**src/rtl/bus_pkg.sv**
```systemverilog
// bus_pkg
// Shared definitions for the master-side address decoder and the slave read
// mux: slave count, chip-select / ready polarities, decoder FSM states and a
// helper that builds a one-hot-low chip-select vector from a slave index.
package bus_pkg;

  localparam int unsigned NUM_SLV = 8;
  localparam int unsigned IDX_W   = $clog2(NUM_SLV);

  localparam logic CSN_ENABLE  = 1'b0;
  localparam logic CSN_DISABLE = 1'b1;
  localparam logic RDY_DISABLE = 1'b0;

  typedef enum logic [1:0] {
    IDLE,
    ACTIVE,
    RESP
  } bus_dec_state_t;

  // Chip-select vector with only slave 'idx' enabled.
  function automatic logic [NUM_SLV-1:0] csn_decode(input logic [IDX_W-1:0] idx);
    logic [NUM_SLV-1:0] v;
    v      = {NUM_SLV{CSN_DISABLE}};
    v[idx] = CSN_ENABLE;
    return v;
  endfunction

endpackage

```
**src/rtl/bus_timeout_cnt.sv**
```systemverilog
// bus_timeout_cnt
// Access timeout counter. Counts up from 0 while enabled and flags 'expired'
// once it reaches TIMEOUT-1; it then holds there, so it never wraps.
// Ports:
//   clk     in  clock, rising edge
//   rst     in  synchronous active-high reset
//   clear   in  force the count back to 0 (takes priority over enable)
//   enable  in  advance the count by one this cycle
//   expired out count equals TIMEOUT-1
module bus_timeout_cnt #(
  parameter int unsigned TIMEOUT = 255
) (
  input  logic clk,
  input  logic rst,
  input  logic clear,
  input  logic enable,
  output logic expired
);

  localparam int unsigned    CNT_W = $clog2(TIMEOUT);
  localparam logic [CNT_W-1:0] LAST = CNT_W'(TIMEOUT - 1);

  logic [CNT_W-1:0] r_cnt;

  always_ff @(posedge clk) begin
    if (rst || clear) begin
      r_cnt <= '0;
    end else if (enable && !expired) begin
      r_cnt <= r_cnt + CNT_W'(1);
    end
  end

  assign expired = (r_cnt == LAST);

endmodule

```
**src/rtl/bus_addr_decode.sv**
```systemverilog
// bus_addr_decode
// Master-side address decoder and access sequencer. A request in IDLE is
// decoded from m_addr[SEL_LSB+2:SEL_LSB]; any set address bit above that
// field is a decode error. A good address drives one active-low chip select
// until the slave mux returns rdy, then a one-cycle done pulse is issued with
// err as qualifier.
// Optional feature: define BUS_TIMEOUT_EN to build the access timeout
// (ACTIVE aborts with err after TIMEOUT cycles). Without it ACTIVE waits for
// rdy indefinitely and TIMEOUT is unused.
// Ports:
//   clk     in  clock, rising edge
//   rst     in  synchronous active-high reset
//   m_req   in  request pulse, sampled only while busy = 0
//   m_addr  in  access address, sampled with m_req
//   rdy     in  ready from the slave read mux, honoured only in ACTIVE
//   s_csn   out one-hot-low slave chip selects
//   busy    out high while not IDLE
//   done    out one-cycle completion pulse
//   err     out error qualifier, valid with done
//
// state  | meaning
// IDLE   | waiting for m_req, no chip select driven
// ACTIVE | chip select held, waiting for rdy (or timeout)
// RESP   | done pulse with err, chip selects released
module bus_addr_decode
  import bus_pkg::*;
#(
  parameter int unsigned SEL_LSB = 28,
  parameter int unsigned TIMEOUT = 255
) (
  input  logic               clk,
  input  logic               rst,
  input  logic               m_req,
  input  logic [31:0]        m_addr,
  input  logic               rdy,
  output logic [NUM_SLV-1:0] s_csn,
  output logic               busy,
  output logic               done,
  output logic               err
);

  if (TIMEOUT < 2) begin : g_timeout_chk
    $error("bus_addr_decode: TIMEOUT must be at least 2");
  end

  bus_dec_state_t     r_state;
  logic [NUM_SLV-1:0] r_csn;
  logic               r_busy;
  logic               r_done;
  logic               r_err;

  // Shift the index field down to bit 0; whatever remains above it must be 0.
  logic [31:0]        w_addr_sh;
  logic [IDX_W-1:0]   w_idx;
  logic               w_addr_ok;

  assign w_addr_sh = m_addr >> SEL_LSB;
  assign w_idx     = w_addr_sh[IDX_W-1:0];
  assign w_addr_ok = ((w_addr_sh >> IDX_W) == 32'd0);

`ifdef BUS_TIMEOUT_EN
  logic w_cnt_clear;
  logic w_cnt_en;
  logic w_expired;

  // Count only in ACTIVE; held at 0 everywhere else so each access starts fresh.
  assign w_cnt_clear = (r_state != ACTIVE);
  assign w_cnt_en    = (r_state == ACTIVE);

  bus_timeout_cnt #(
    .TIMEOUT(TIMEOUT)
  ) u_timeout_cnt (
    .clk    (clk),
    .rst    (rst),
    .clear  (w_cnt_clear),
    .enable (w_cnt_en),
    .expired(w_expired)
  );
`endif

  always_ff @(posedge clk) begin
    if (rst) begin
      r_state <= IDLE;
      r_csn   <= {NUM_SLV{CSN_DISABLE}};
      r_busy  <= 1'b0;
      r_done  <= 1'b0;
      r_err   <= 1'b0;
    end else begin
      r_done <= 1'b0;
      r_err  <= 1'b0;
      case (r_state)
        IDLE: begin
          if (m_req) begin
            r_busy <= 1'b1;
            if (w_addr_ok) begin
              r_state <= ACTIVE;
              r_csn   <= csn_decode(w_idx);
            end else begin
              r_state <= RESP;
              r_done  <= 1'b1;
              r_err   <= 1'b1;
            end
          end
        end
        ACTIVE: begin
          // rdy is checked first so a ready on the last allowed cycle still
          // completes cleanly.
          if (rdy) begin
            r_state <= RESP;
            r_csn   <= {NUM_SLV{CSN_DISABLE}};
            r_done  <= 1'b1;
`ifdef BUS_TIMEOUT_EN
          end else if (w_expired) begin
            r_state <= RESP;
            r_csn   <= {NUM_SLV{CSN_DISABLE}};
            r_done  <= 1'b1;
            r_err   <= 1'b1;
`endif
          end
        end
        RESP: begin
          r_state <= IDLE;
          r_busy  <= 1'b0;
        end
        default: begin
          r_state <= IDLE;
          r_csn   <= {NUM_SLV{CSN_DISABLE}};
          r_busy  <= 1'b0;
        end
      endcase
    end
  end

  assign s_csn = r_csn;
  assign busy  = r_busy;
  assign done  = r_done;
  assign err   = r_err;

endmodule

```
**config.mk**
```make
export PLATFORM = sky130hd
export DESIGN_NAME = bus_addr_decode
export DESIGN_NICKNAME = d
export VERILOG_FILES = /design/src/rtl/bus_pkg.sv /design/src/rtl/bus_timeout_cnt.sv /design/src/rtl/bus_addr_decode.sv
export SDC_FILE = /design/constraint.sdc
export NUM_CORES = 1
export LEC_CHECK = 0
export CAP_MARGIN = 20
export CELL_PAD_IN_SITES_DETAIL_PLACEMENT = 1
export CELL_PAD_IN_SITES_GLOBAL_PLACEMENT = 1
export CORE_ASPECT_RATIO = 0.5
export CORE_MARGIN = 3
export CORE_UTILIZATION = 21
export CTS_CLUSTER_DIAMETER = 30
export CTS_CLUSTER_SIZE = 40
export DETAILED_ROUTE_END_ITERATION = 8
export GPL_TIMING_DRIVEN = 1
export PLACE_DENSITY_LB_ADDON = 0.1
export SYNTH_ARGS = -nofsm -noshare
export SYNTH_HDL_FRONTEND = slang
export SYNTH_SLANG_ARGS = --single-unit
```
**constraint.sdc**
```tcl
create_clock -name clk -period 1.81 [get_ports clk]
set_clock_uncertainty 0.2 [all_clocks]
set_input_delay 0.2715 -clock clk [delete_from_list [all_inputs] [get_ports clk]]
set_output_delay 0.2715 -clock clk [all_outputs]
set_load 0.05 [all_outputs]
```
==> flow_metrics.py <==
metrics = {
    "layout": {
        "fillers": 302,
        "final_common_cell": "dfxtp_1",
        "utilization_pct": 34.02,
        "final_cell_mix": "dfxtp_1, buf_4, nor3_1",
        "syn_to_final_growth_pct": 43.02,
        "drive_gt1_share_pct": 22.50,
        "multiInputGateArea_sq_um": 274.0,
        "diodes": 0,
        "fin_nets": 117,
        "ff_latch_area_sq_um": 260.3,
    },
    "global_route": {
        "grtUsageTotal_pct": 8.963,
        "grt_antenna_before_repair": 0,
        "grt_pass1_wl_microns": 2270,
        "grt_overflow": 0,
        "grt_max_degree": 12,
        "first_global_vias": 514,
    },
    "outcome": {
        "status": "finished clean",
    },
    "clock_tree": {
        "ctsRootBufferMaster": "clkbuf_8",
        "holdBufCountCts": 0,
        "cts.sinks": 13,
        "cts_tree": "built",
        "clockBufferDepth": 2,
        "post_cts_buffers": 0,
        "cts_max_level": 1,
        "clk_pin_slew_ns": 0.05,
        "cts_resized": 0,
        "cts_buffers": 3,
        "clk-insertion-delay-late_ns": 0.24,
    },
    "critical_path": {
        "required_ns": 1.73,
        "end_kind": "flip-flop",
        "critPathKind": "in -> reg",
        "r2r_start": "r_state[1]",
        "worstPathArrival_ns": 1.48,
        "worstSetupStartpointType": "primary input",
        "r2r_slack_ns": 0.26,
        "r2r-end": "s_csn[0]",
        "reg2reg_depth": 3,
        "cp_max_fo": 4,
    },
    "placed_design": {
        "dp_hpwl_microns": 1024,
        "gp_congestion": 0.7071,
        "portBuffers": 18,
    },
    "floorplan": {
        "fp.dieW_microns": 79.31,
        "dieArea_sq_um": 3383,
        "core_area_sq_um": 2372,
        "ios": 47,
        "initial_core_util_pct": 23.79,
        "rows": 12,
        "die_h_microns": 42.66,
    },
    "timing": {
        "tightest_slew_ns": 0.3804,
        "min_period_ns": 1.558,
        "finalSetupViolCount": 0,
        "hold_violations": 0,
        "fin_crit_sh_pct": 86.08,
        "grt_setup_unrepaired": "no",
        "slew_viol_final": 0,
        "timing.fmax_mhz": 641.9,
        "finalSetupTns_ns": 0,
        "relSlewSlack_pct": 74.56,
    },
    "min_path": {
        "hold_class": "reg -> reg",
        "hold_depth": 2,
        "whs_endpoint": "s_csn[1]",
        "min_from": "s_csn[1]",
    },
    "synth": {
        "ys_types": 18,
        "ys_seq_elements": 13,
        "ys.warnings.count": 0,
        "syn_area_per_cell_sq_um": 9.405,
        "syn_area_sq_um": 564.3,
        "synth_fp_nets": 96,
        "ys_seq_area_share_pct": 46.12,
        "syn_inst": 60,
    },
    "routing": {
        "post_drt_wl_per_cell_microns": 11.63,
        "vias_per_cell": 4.217,
        "drt-total-wl_microns": 1337,
        "ant_nets": 0,
        "num_vias": 485,
        "drt_iter0_markers": 10,
        "drc": 0,
        "firstDrtPassIters": 2,
    },
    "power_and_ir_drop": {
        "power_density_nw_per_um2": 850.8,
        "power_leakage_nw": 0.2993,
        "ir_drop_uv": 297.6,
    },
    "job": {
        "drv_cap": 0,
    },
}
-- worst max-delay path by stage --
| stage | startpoint | to | cells after the start |
|---|---|---|---|
| 2_1_floorplan | r_state[0] | s_csn[1] | 4 |
| 3_3_place_gp | m_addr[28] | s_csn[1] | 4 |
| 3_5_place_dp | m_addr[28] | s_csn[1] | 4 |
| 4_1_cts | m_addr[28] | s_csn[1] | 4 |
| 5_1_grt | r_state[1] | s_csn[0] | 3 |
| 6_report | m_addr[28] | s_csn[1] | 4 |
-- cells in the mapped netlist --
cell / count / area share [%]
mux2i_1: 8 / 14
inv_1: 1 / 0.66
nor3_1: 10 / 8.9
o21a_1: 1 / 1.3
nor2_1: 8 / 5.3
a21oi_1: 1 / 0.89
o21ai_1: 1 / 0.89
nand2_1: 3 / 2.0
or3b_1: 1 / 1.6
mux2_2: 1 / 2.0
buf_6: 1 / 2.0
nor4_1: 3 / 3.3
nand2b_1: 3 / 3.3
clkbuf_1: 2 / 1.3
buf_4: 1 / 1.3
dfxtp_1: 13 / 46
o31ai_4: 1 / 3.8
or3_1: 1 / 1.1
-- area by class of cell --
type / instances / area share [%]
Clock buffer: 4 / 5.581
Timing Repair Buffer: 20 / 22.33
Tap cell: 35 / 5.426
Inverter: 1 / 0.4651
Multi-Input combinational cell: 42 / 33.95
Sequential cell: 13 / 32.25
-- registers in the layout (all words and copies together), names as in the netlist --
name / flops
r_state: 2
err: 1
s_csn: 8
busy: 1
done: 1
-- worst max-delay path: stages --
cell	delay, ns
clkdlybuf4s50_1	0.47
or3b_1	0.42
nor4_1	0.21
mux2i_1	0.11
-- layer usage --
metal	track usage, %	part of all wire [%]	routed length (microns)
met5	0	0	0
met4	3.082	0	0
met3	5.508	6.2	83
met2	14.05	44	594
met1	10.04	49	659
-- power breakdown --
| group | switching [mW] | internal [mW] | leakage (nW) |
|---|---|---|---|
| Combinational | 0.0692 | 0.0540 | 0.170 |
| Clock | 0.101 | 0.155 | 0.0228 |
| Sequential | 0.00972 | 0.297 | 0.106 |
| Total | 0.180 | 0.506 | 0.299 |
-- stage by stage --
stage          setup WS (ns)  power [mW]  std cells  hold WS (ns)  cell area (sq um)
2_1_floorplan         0.3942      0.3893         60        0.2161              564.3
3_5_place_dp        -0.02878      0.4375        111        0.3056              762.0
4_1_cts               0.2351      0.7029        115        0.3240              807.0
6_report              0.2520      0.6866        115        0.3158              807.0
3_3_place_gp        -0.01115      0.4353        111        0.2988              762.0
5_1_grt               0.1580      0.7252        115        0.3510              807.0
-- logic make-up after synthesis --
kind of cell	count (synthesis)	share of synthesized area [%]
and+or+nand+nor	29	25.50
DFF	13	46.12
muxes	9	16.19
buffers and inverters	5	5.322
AOI/OAI and AO/OA	4	6.872
Note: power is estimated with default switching activity, not from simulation.
==> edit 1, RTL diff (config.mk and constraints unchanged) <==
`NUM_SLV`: 8 -> 16.
--- a/src/rtl/bus_pkg.sv
+++ b/src/rtl/bus_pkg.sv
@@ -6,3 +6,3 @@
 
-  localparam int unsigned NUM_SLV = 8;
+  localparam int unsigned NUM_SLV = 16;
   localparam int unsigned IDX_W   = $clog2(NUM_SLV);
Interface: changed (resized s_csn); port bits go from 47 to 55. The function was not compared with the original's and may differ.
==> edit 1 against the unedited design <==
  * Total power is 43% higher
  * Cell area rose by 57%
  * Critical path type unchanged
  * Area after synthesis is 60% higher
  * Via count grew 56%
  * Sequential cell count rose by 7
  * Worst setup slack improved by 3.1 ps
  * Count of clock-buffer cells in the layout did not move
  * Highest routed layer is now met4
  * Wire length increased by 70%
  * Largest power group unchanged
==> edit 1: results (changes against the unedited design) <==
The routability congestion estimate from global placement came out at 0.648 (was 0.707). The source-to-sink clock delay at the later pin of the worst-skew pair is 260 ps (was 240 ps). The complex-gate fraction of the synthesized area came out at 0.0403 (was 0.0687). The beginning of the worst hold path was busy$_SDFFE_PP0P_ (was s_csn[1]$_SDFFE_PP1P_).

The post-placement worst setup slack came out at -31.9 ps (was -28.8 ps). The endpoint of the most critical register-to-register path is s_csn[9]$_SDFFE_PP1P_ (was s_csn[0]$_SDFFE_PP1P_). The via count of the first global-routing pass is 770 (was 514).

The startpoint of the worst-slack reg-to-reg timing path is r_state[0]$_SDFFE_PP0P_ (was r_state[1]$_SDFFE_PP0P_). The placed instance area came out at 1210 sq um (was 762 sq um). The final HPWL from detailed placement came to 1660 um (was 1020 um). The maximum resistive drop on vdd is 247 uV (was 298 uV). The reg2reg setup slack came to 330 ps (was 260 ps). The net count after synthesis is 130 (was 96). The initial DRC count came out at 20 (was 10). The main combinational cell family by area after synthesis is simple AND/OR/NAND/NOR gates (unchanged).

The distinct cell type count of the synthesized netlist came out at 23 (was 18). The routed via count came to 757 (was 485). The number of input and output port buffers inserted is 25 (was 18).

The arrival time at the worst endpoint was 1510 ps (was 1480 ps). The multiplexer area fraction after synthesis is 0.178 (was 0.162). The number of flip-flops under the largest register name is 16 (was 8). The largest net degree at the start of global routing came out at 18 (was 12).

The global-route wire length before repair is 3740 um (was 2270 um). List of most frequent post-synthesis cells: sky130_fd_sc_hd__nor2_1 (30), sky130_fd_sc_hd__dfxtp_1 (20), sky130_fd_sc_hd__mux2i_1 (16) (was sky130_fd_sc_hd__dfxtp_1 (13), sky130_fd_sc_hd__nor3_1 (10), sky130_fd_sc_hd__mux2i_1 (8), sky130_fd_sc_hd__nor2_1 (8)). The average routed wire per standard cell is 12.6 um (was 11.6 um). The iteration count of the initial detailed-routing pass came to 4 (was 2). The overall global routing resource usage is 0.0927 (was 0.0896). The static leakage was 0.000513 uW (was 0.000299 uW). The number of filler instances in the final layout came out at 481 (was 302). Cell types occupying the most area after synthesis: sky130_fd_sc_hd__dfxtp_1 (44%), sky130_fd_sc_hd__mux2i_1 (18%), sky130_fd_sc_hd__nor2_1 (13%) (was sky130_fd_sc_hd__dfxtp_1 (46%), sky130_fd_sc_hd__mux2i_1 (14%), sky130_fd_sc_hd__nor3_1 (8.9%)). The clock edge transition at the registers on the reported setup and hold paths was 80 ps (was 50 ps). The fraction of the mapped netlist area in adder cells came out at 0 (unchanged).

The end point of the worst hold path is busy$_SDFFE_PP0P_ (was s_csn[1]$_SDFFE_PP1P_). The delay of the slowest critical-path stage is 520 ps (was 470 ps). The worst hold slack across all endpoints came out at 269 ps (was 316 ps). Run status: complete, no violations (unchanged). The count of nets after finishing came to 164 (was 117).
==> edit 1: cell count changes after synthesis, moves of 2 or more <==
cell / unedited run / this run
sky130_fd_sc_hd__mux2i_1: 8 / 16
sky130_fd_sc_hd__or4b_4: 0 / 2
sky130_fd_sc_hd__nand2_1: 3 / 1
sky130_fd_sc_hd__or3b_2: 0 / 2
sky130_fd_sc_hd__a211oi_1: 0 / 2
sky130_fd_sc_hd__dfxtp_1: 13 / 20
sky130_fd_sc_hd__nor2_1: 8 / 30
sky130_fd_sc_hd__buf_6: 1 / 3
sky130_fd_sc_hd__nand2b_1: 3 / 1
sky130_fd_sc_hd__nor3_1: 10 / 4
sky130_fd_sc_hd__nor4_1: 3 / 0
==> edit 1: kinds of logic after synthesis <==
kind of cell,Yosys count
compound gates,4
buf+inv,6
flops,20
mux,16
other cells,1
simple gates,47
==> edit 1: through the flow <==
| step | util | TNS [ps] | std cells | total power [uW] |
|---|---|---|---|---|
| floorplan | - | 0 | 94 | 583 |
| global placement | 0.302 | -185 | 177 | 650 |
| detailed placement | 0.302 | -144 | 177 | 650 |
| CTS | 0.316 | 0 | 181 | 1010 |
| global route | 0.316 | 0 | 181 | 1040 |
| finish | 0.316 | 0 | 181 | 983 |
==> edit 1: worst max-delay path by stage <==
stage | cells after the start | start | endpoint | slack (ps)
after detailed placement | 4 | m_addr[31] | s_csn[11]$_SDFFE_PP1P_ | -30
after global placement | 4 | m_addr[28] | s_csn[13]$_SDFFE_PP1P_ | -30
final | 4 | m_addr[28] | s_csn[9]$_SDFFE_PP1P_ | 260
after floorplan | 4 | r_state[1]$_SDFFE_PP0P_ | s_csn[6]$_SDFFE_PP1P_ | 350
after CTS | 4 | m_addr[31] | s_csn[11]$_SDFFE_PP1P_ | 250
after global routing | 4 | m_addr[31] | s_csn[9]$_SDFFE_PP1P_ | 190
==> edit 1: critical path: cells and delay by family <==
kind                   cells  cell delay, ps
AND/OR/NAND/NOR            2             640
buffers and inverters      1             520
multiplexers               1              70
==> edit 1: area by class of cell <==
class | instances | area (sq um) | share of cell area
Multi-Input combinational cell | 68 | 452 | 0.357
Sequential cell | 20 | 400 | 0.317
Timing Repair Buffer | 34 | 285 | 0.226
Tap cell | 54 | 67.6 | 0.0535
Clock buffer | 4 | 55.1 | 0.0436
Inverter | 1 | 3.75 | 0.00297
==> edit 1: power breakdown <==
group / switching (uW) / total (uW) / internal [uW]
clock network: 153 / 347 / 194
logic: 96.5 / 177 / 80.0
registers: 9.49 / 460 / 450
==> edit 1: layer usage <==
layer / GRT usage / up-vias / share of wire
met5: 0 / - / 0
met4: 0.0272 / 0 / 0.011
met3: 0.0292 / 2 / 0.045
met2: 0.157 / 16 / 0.43
met1: 0.115 / 359 / 0.51
li1: - / 380 / -
==> edit 2, RTL diff (config.mk and constraints unchanged) <==
Without the edit above. The 3 states of `bus_dec_state_t` get a one-hot encoding in 3 bits.
--- a/src/rtl/bus_pkg.sv
+++ b/src/rtl/bus_pkg.sv
@@ -13,6 +13,6 @@
 
-  typedef enum logic [1:0] {
-    IDLE,
-    ACTIVE,
-    RESP
+  typedef enum logic [2:0] {
+    IDLE   = 3'b001,
+    ACTIVE = 3'b010,
+    RESP   = 3'b100
   } bus_dec_state_t;
Behaviour: no difference found for any inputs over 10 cycles, from zero or initial values and one cycle with rst high; not proved beyond that.
==> edit 2 against the unedited design <==
  * Worst setup slack got worse by 120 ps
  * Combinational power rose by 37%
  * Total power grew 17%
  * Wire length is 24% higher
  * Area after synthesis up 15%
  * Critical endpoint is now s_csn[4]$_SDFFE_PP1P_
  * Count of clock-buffer cells in the layout unchanged
  * Clock power up 19%
  * Cell area up 16%
  * Sequential cell count increased by 1
  * Sequential power grew 8.1%
==> edit 2: results (changes against the unedited design) <==
The iteration count of the initial detailed-routing pass came out at 3 (was 2). The global-route wire length before repair came out at 2800 um (was 2270 um). The static leakage is 0.000381 uW (was 0.000299 uW). The clock root buffer is sky130_fd_sc_hd__clkbuf_8 (unchanged). The source-to-sink clock delay at the later pin of the worst-skew pair is 240 ps (about the same). The clock buffer count from CTS is 3 (unchanged). The arrival time at the worst endpoint came to 1650 ps (was 1480 ps).

The async set-or-reset flop fraction in the synthesized netlist came to 0 (unchanged). The layout cell share with drive strength beyond 1 is 0.261 (was 0.225). The overall global routing resource usage came to 0.0965 (was 0.0896). The post-CTS setup buffer count came to 0 (unchanged). The clock edge transition at the registers on the reported setup and hold paths came out at roughly 60 ps. The deepest clock path buffer count came out at 2 (unchanged). The routability congestion estimate from global placement came out at 0.717 (was 0.707). The number of H-tree branching levels was 1 (unchanged). The number of vias per cell was 4.50 (was 4.22). The count of nets after finishing is 129 (was 117). The number of flip-flops under the largest register name is 8 (unchanged). The sequential element share of the synthesized area is 0.432 (was 0.461).

The number of input and output port buffers inserted was 18 (unchanged). The number of antenna violations at the first check in global routing came out at 0 (unchanged). The delay of the slowest critical-path stage is 350 ps (was 470 ps). The number of warnings issued by yosys came out at 0 (unchanged). List of most frequent post-synthesis cells: sky130_fd_sc_hd__dfxtp_1 (14), sky130_fd_sc_hd__nor3_1 (10), sky130_fd_sc_hd__mux2i_1 (8), sky130_fd_sc_hd__nor2_1 (8), sky130_fd_sc_hd__nand2b_1 (3) (was sky130_fd_sc_hd__dfxtp_1 (13), sky130_fd_sc_hd__nor3_1 (10), sky130_fd_sc_hd__mux2i_1 (8), sky130_fd_sc_hd__nor2_1 (8)). Run status: complete, no violations (unchanged). The maximum resistive drop on vdd is 397 uV (was 298 uV). The via count of the first global-routing pass is 601 (was 514).

The post-cts resize count is 0 (unchanged). The DRC violation count after routing came out at 0 (unchanged). Cell types occupying the most area after synthesis: sky130_fd_sc_hd__dfxtp_1 (43%), sky130_fd_sc_hd__mux2i_1 (12%), sky130_fd_sc_hd__nor3_1 (7.7%) (was sky130_fd_sc_hd__dfxtp_1 (46%), sky130_fd_sc_hd__mux2i_1 (14%), sky130_fd_sc_hd__nor3_1 (8.9%)). The net count after synthesis is 104 (was 96).

The largest net degree at the start of global routing is 11 (was 12). The distinct cell type count of the synthesized netlist is 25 (was 18). The slew at the pin with the worst max-slew slack is 354 ps (was 380 ps). The initial DRC count came out at 8 (was 10). The class of the tightest hold or removal check is flip-flop to flip-flop (unchanged). The number of antenna repair diodes is 0 (unchanged). The maximum net fanout on the critical path is 8 (was 4). The cell with the biggest individual delay on the critical path is sky130_fd_sc_hd__nor4b_1 (was sky130_fd_sc_hd__clkdlybuf4s50_1). The final HPWL from detailed placement came out at 1300 um (was 1020 um).

The cell type group with the largest total delay on the critical path is simple AND/OR/NAND/NOR gates (unchanged). The final routed wirelength across all metal layers came out at 1660 um (was 1340 um).
-- edit 2: kinds of logic after synthesis --
family / synth area share
AOI/OAI and AO/OA: 0.0597
xor gates and xnor gates: 0.0135
buffers and inverters: 0.0655
DFF: 0.432
muxes: 0.123
and+or+nand+nor: 0.306
-- edit 2: final cells by class --
class                      instances  area [sq um]
fill                             337          1830
timing repair buffer              25           218
tap                               37          46.3
clock buffer                       4          55.1
sequential                        14           280
multi-input combinational         47           327
inverter                           2          7.51
-- edit 2: per-stage QoR --
stage	area [sq um]	power, uW	util	instances	setup slack, ps
after floorplan	649	441	-	68	309
after global placement	878	505	0.318	125	-32.0
after detailed placement	878	508	0.318	125	-82.4
after CTS	933	823	0.338	129	123
after global routing	933	851	0.338	129	15.8
final	933	807	0.338	129	130
-- edit 2: worst paths after layout --
path | from | endpoint | slack, ps | depth (start not counted)
worst min-delay path | s_csn[0]$_SDFFE_PP1P_ | s_csn[0]$_SDFFE_PP1P_ | 320 | 2
worst max-delay path | r_state[0]$_SDFFE_PP1P_ | s_csn[4]$_SDFFE_PP1P_ | 130 | 5
worst min register to register | s_csn[0]$_SDFFE_PP1P_ | s_csn[0]$_SDFFE_PP1P_ | 320 | 2
worst max register to register | r_state[0]$_SDFFE_PP1P_ | s_csn[4]$_SDFFE_PP1P_ | 130 | 5
-- edit 2: power breakdown --
part | switching [uW] | internal, uW | total (uW) | leakage (uW)
Sequential | 10.7 | 321 | 332 | 0.000114
Combinational | 90.7 | 77.9 | 169 | 0.000238
Clock | 113 | 193 | 306 | 0.0000288
-- edit 2: metal layers --
metal	part of all wire	vias up	global-route usage
met3	0.055	2	0.0528
met5	0	-	0
met1	0.47	276	0.108
li1	-	291	-
met2	0.47	11	0.171
met4	0.0036	0	0.00946
